--- config.mk ---
export PLATFORM = sky130hd
export DESIGN_NAME = gshare_bht
export DESIGN_NICKNAME = d
export VERILOG_FILES = /design/src/rtl/gshare_bht.sv
export SDC_FILE = /design/constraint.sdc
export NUM_CORES = 1
export LEC_CHECK = 0
export CAP_MARGIN = 20
export CORE_ASPECT_RATIO = 0.5
export CORE_MARGIN = 2
export CORE_UTILIZATION = 33
export CTS_BUF_LIST = sky130_fd_sc_hd__clkbuf_8
export DETAILED_ROUTE_END_ITERATION = 8
export GPL_TIMING_DRIVEN = 1
export HOLD_SLACK_MARGIN = 0.05
export PLACE_DENSITY_LB_ADDON = 0.1
export REMOVE_ABC_BUFFERS = 1
export SLEW_MARGIN = 20
export SYNTH_ARGS = -nofsm -noshare
export SYNTH_HDL_FRONTEND = slang
export SYNTH_SLANG_ARGS = --single-unit
--- constraint.sdc ---
create_clock -name clk_i -period 2.3 [get_ports clk_i]
set_input_delay 0.345 -clock clk_i [delete_from_list [all_inputs] [get_ports clk_i]]
set_output_delay 0.345 -clock clk_i [all_outputs]
set_load 0.02 [all_outputs]
--- src/rtl/gshare_bht.sv ---
// gshare branch history table: 2-bit saturating counters indexed by
// PC XOR global history, with speculative history and mispredict repair.
// Optional macro GSHARE_BHT_PERF_CNT_EN adds update/mispredict counters.
module gshare_bht #(
  parameter int unsigned NR_ENTRIES = 16,
  parameter int unsigned HIST_BITS  = 3,
  parameter int unsigned VLEN       = 64,
  parameter int unsigned PC_LSB     = 1
) (
  input  logic                 clk_i,
  input  logic                 rst_ni,
  input  logic                 flush_bp_i,
  input  logic                 debug_mode_i,
  input  logic                 lookup_valid_i,
  input  logic [VLEN-1:0]      vpc_i,
  output logic                 pred_valid_o,
  output logic                 pred_taken_o,
  output logic [HIST_BITS-1:0] pred_hist_o,
  input  logic                 update_valid_i,
  input  logic [VLEN-1:0]      update_pc_i,
  input  logic [HIST_BITS-1:0] update_hist_i,
  input  logic                 update_taken_i,
  input  logic                 mispredict_i
`ifdef GSHARE_BHT_PERF_CNT_EN
  ,
  output logic [31:0]          nr_update_o,
  output logic [31:0]          nr_mispredict_o
`endif
);

  localparam int unsigned IDX_W = $clog2(NR_ENTRIES);

  logic [1:0]           r_cnt [NR_ENTRIES];
  logic [HIST_BITS-1:0] r_spec_hist;

  logic [IDX_W-1:0]     w_lk_idx;
  logic [IDX_W-1:0]     w_up_idx;
  logic                 w_pred;
  logic                 w_mispredict;
  logic                 w_clear;
  logic [1:0]           w_up_cur;
  logic [1:0]           w_up_next;
  logic [HIST_BITS:0]   w_lk_shift;
  logic [HIST_BITS:0]   w_rep_shift;

  assign w_lk_idx     = vpc_i[PC_LSB +: IDX_W] ^ IDX_W'(r_spec_hist);
  assign w_up_idx     = update_pc_i[PC_LSB +: IDX_W] ^ IDX_W'(update_hist_i);
  assign w_pred       = r_cnt[w_lk_idx][1];
  assign w_mispredict = update_valid_i & mispredict_i;
  assign w_clear      = ~rst_ni | flush_bp_i;
  assign w_up_cur     = r_cnt[w_up_idx];
  // One extra bit wide so the low HIST_BITS are the shifted history, also for HIST_BITS=1
  assign w_lk_shift   = {r_spec_hist, w_pred};
  assign w_rep_shift  = {update_hist_i, update_taken_i};

  // Saturating increment/decrement of the addressed counter
  always_comb begin
    w_up_next = w_up_cur;
    if (update_taken_i) begin
      if (w_up_cur != 2'b11) w_up_next = w_up_cur + 2'd1;
    end else begin
      if (w_up_cur != 2'b00) w_up_next = w_up_cur - 2'd1;
    end
  end

  // Counter table: cleared to weakly not-taken, trained outside debug mode
  always_ff @(posedge clk_i) begin
    if (w_clear) begin
      for (int unsigned i = 0; i < NR_ENTRIES; i++) r_cnt[i] <= 2'b01;
    end else if (update_valid_i && !debug_mode_i) begin
      r_cnt[w_up_idx] <= w_up_next;
    end
  end

  // Speculative history: mispredict repair wins over lookup shift
  always_ff @(posedge clk_i) begin
    if (w_clear) begin
      r_spec_hist <= '0;
    end else if (w_mispredict) begin
      r_spec_hist <= w_rep_shift[HIST_BITS-1:0];
    end else if (lookup_valid_i) begin
      r_spec_hist <= w_lk_shift[HIST_BITS-1:0];
    end
  end

  // Registered prediction; valid is dropped when a mispredict squashes the lookup
  always_ff @(posedge clk_i) begin
    if (w_clear) begin
      pred_valid_o <= 1'b0;
      pred_taken_o <= 1'b0;
      pred_hist_o  <= '0;
    end else begin
      pred_valid_o <= lookup_valid_i & ~w_mispredict;
      if (lookup_valid_i) begin
        pred_taken_o <= w_pred;
        pred_hist_o  <= r_spec_hist;
      end
    end
  end

`ifdef GSHARE_BHT_PERF_CNT_EN
  // Saturating event counters, independent of debug mode
  always_ff @(posedge clk_i) begin
    if (w_clear) begin
      nr_update_o     <= '0;
      nr_mispredict_o <= '0;
    end else begin
      if (update_valid_i && nr_update_o != '1) nr_update_o <= nr_update_o + 32'd1;
      if (w_mispredict && nr_mispredict_o != '1) nr_mispredict_o <= nr_mispredict_o + 32'd1;
    end
  end
`endif

endmodule
==> results.toml <==
[sta]
drv_slew = 0
slew_headroom_pct = 49.6
period_needed_ns = 2.23
final_hold_viol_count = 0
setup_viol = 0
worstMarginPinSlew_ns = 0.753
fmax_mhz = 449
rsz0062_at_grt = "no"
fin_crit_sh_pct = 96.8
skew_ns = 0.00231

[floorplanning]
die-height_um = 61.3
design.core.area_mm2 = 0.00621
die_area_mm2 = 0.00726
row_count = 20
fp.dieW_um = 119
start_util_pct = 34.9
ioPinCount = 144

[grt]
track_usage_pct = 16.8
grt_max_degree = 21
grt_pass1_wl_mm = 8.80
antenna_found_initial = 0
overflow = 0
grt_pass1_vias = 1588

[hold_path]
hold_path.class = "flop to flop"
hold_path_end = "pred_hist_o[0]"
hold_depth = 2
min_from = "pred_hist_o[0]"

[place]
dp_hpwl_mm = 3.95
dpl_cell_area_mm2 = 0.00267
place.gp.congestion = 0.851
port_buffers = 23

[clock_tree]
cts-root-buf = "clkbuf_8"
cts_tree = "built"
cts_made_buffers = 5
cts_hold_buf = 0
path_clk_slew_ns = 0.08
clk_path_buf_depth = 2
insertion_delay_ns = 0.30
cts.sinks = 40
h-tree-depth = 2

[power_and_ir_drop]
power.total_mw = 1.74
peakVddDrop_mv = 0.205
p_leak_nw = 0.975
p_per_area_mw_per_mm2 = 616

[critical_path]
startpoint_type = "input port"
critPathSlowestCell = "mux4_1"
r2r-start = "r_cnt[12][1]"
path_cells = "buf_2, xor2_2, mux4_1, nand2_1, and4_4, maj3_2, buf_12, nor2_2"
cp-end-kind = "flop"
cp.arrival_ns = 2.29
reg2reg_depth = 6
cp.required_ns = 2.36
crit_type = "input port to flop"
crit_family = "multiplexers"
crit_buf_inv = 2
r2r_setup_slack_ns = 0.32
slowest_delay_ns = 0.63
cp_max_fo = 8
rr_endpoint = "r_cnt[2][0]"
cp_num_cells = 8

[finish]
regArea_mm2 = 0.00112
layout_common_cells = "45 x nand2_1, 32 x edfxtp_1, 19 x buf_4, 19 x clkdlybuf4s50_1, 16 x nand3_1"
diodes = 0
layout.nets = 375
multi_input_area_mm2 = 0.00101
layout_commonest_cell = "nand2_1"
design_area_mm2 = 0.00282
nFillCells = 612
area_growth_pct = 30.3
drive_gt1_share_pct = 23.6

[logic_synthesis]
yosysWarnings = 0
syn_area_mm2 = 0.00216
synth-seq-cells = 40
synth_cell_type_count = 29
seq_area_frac_synth_pct = 51.8
syn_area_per_cell_um2 = 11.5
syn_inst = 188

[flow_run]
maxCapViolCount = 0

[routing]
drt-initial-drc-count = 87
wl_per_cell_um = 17.1
detail_route.first_pass.iterations = 4
num_vias = 1595
routed_via_density = 4.91
drt_wl_total_mm = 5.56
ant_nets = 0
drc = 0

[outcome]
status = "finished clean"
[cell type report]
type | instances | area share, %
repair buffers | 47 | 16.3
flip-flops and latches | 40 | 39.8
well taps | 88 | 3.90
clock inverters | 3 | 1.51
inverters | 2 | 0.266
multi-input cells | 140 | 35.8
clock buffers | 5 | 2.44
[flip-flops by register name, indices dropped and copies added (netlist names)]
signal	cells
pred_hist_o	3
pred_taken_o	1
pred_valid_o	1
r_cnt	32
r_spec_hist	3
[layer usage]
| metal | global-route usage, % | vias to the layer above | routed length (µm) | share of wire (%) |
|---|---|---|---|---|
| met1 | 22.8 | 763 | 2810 | 50 |
| met5 | 0 | - | 0 | 0 |
| met4 | 5.44 | 0 | 48 | 0.86 |
| met3 | 4.35 | 5 | 297 | 5.3 |
| li1 | - | 778 | - | - |
| met2 | 27.1 | 49 | 2410 | 43 |
[worst max-delay path by stage]
stage | slack [ns] | startpoint | endpoint
floorplan | 0.05 | rst_ni | r_cnt[6][0]
global placement | -0.68 | update_hist_i[0] | r_cnt[14][0]
detailed placement | -0.74 | update_hist_i[0] | r_cnt[2][0]
CTS | 0.0005 | update_hist_i[0] | r_cnt[2][0]
global route | 0.02 | update_hist_i[0] | r_cnt[14][1]
finish | 0.07 | update_hist_i[0] | r_cnt[12][1]
[synth_stat cells, drive strengths merged]
master	instances	area (µm²)
mux2i	5	50.1
inv	2	7.51
nand3b	1	7.51
maj3	2	22.5
a31oi	1	6.26
nand2b	2	12.5
edfxtp	32	961
and3	1	6.26
a21oi	5	25.0
dfxtp	8	160
and2	4	25.0
mux4	12	300
o21ai	3	15.0
nor3	2	10.0
clkbuf	5	18.8
xnor2	3	26.3
nor2	25	119
nand4	1	6.26
nor2b	1	6.26
and4	2	22.5
nand3	16	80.1
nor3b	1	7.51
buf	2	22.5
xor2	6	71.3
o22ai	1	6.26
nand2	45	169
[stage by stage]
step | instances | utilization, % | worst slack (ns) | setup TNS [ns] | hold WS [ns]
after floorplan | 181 | - | 0.0542 | 0 | 0.480
after global placement | 314 | 43.0 | -0.677 | -21.82 | 0.446
after detailed placement | 314 | 43.0 | -0.740 | -23.13 | 0.460
after CTS | 323 | 44.9 | 0.000543 | 0 | 0.471
after global routing | 325 | 45.4 | 0.0190 | 0 | 0.494
final | 325 | 45.4 | 0.0746 | 0 | 0.467
[cells by family after synthesis]
kind of cell	share of synthesized area, %
buffers and inverters	2.25
flip-flops	51.8
multiplexers	16.2
AND/OR/NAND/NOR	21.8
XOR/XNOR	4.51
AO/OA/AOI/OAI	2.43
adder cells (fa/ha/maj)	1.04
[worst reg2reg max path: cells and delay by family (launching register included)]
family,cells,cell delay (ns)
adders and majority gates,1,0.22
buffers and inverters,1,0.14
DFF,1,0.42
muxes,1,0.50
and+or+nand+nor,3,0.41
[power breakdown]
part | internal (mW) | leakage [nW] | switching [mW] | total [mW]
clock | 0.322 | 0.0558 | 0.263 | 0.585
combinational | 0.168 | 0.556 | 0.176 | 0.344
sequential | 0.796 | 0.363 | 0.0118 | 0.808
total | 1.29 | 0.975 | 0.451 | 1.74
[repair_timing]
| item | in CTS | in global routing |
|---|---|---|
| setup endpoints to repair | 32 | 32 |
| gates cloned | 1 | 1 |
| endpoints found under the hold margin | 0 | 0 |
| setup buffers | 0 | 1 |
| pin swaps | 1 | 2 |
| resized for setup | 9 | 9 |
(Power assumes the default switching activity.)
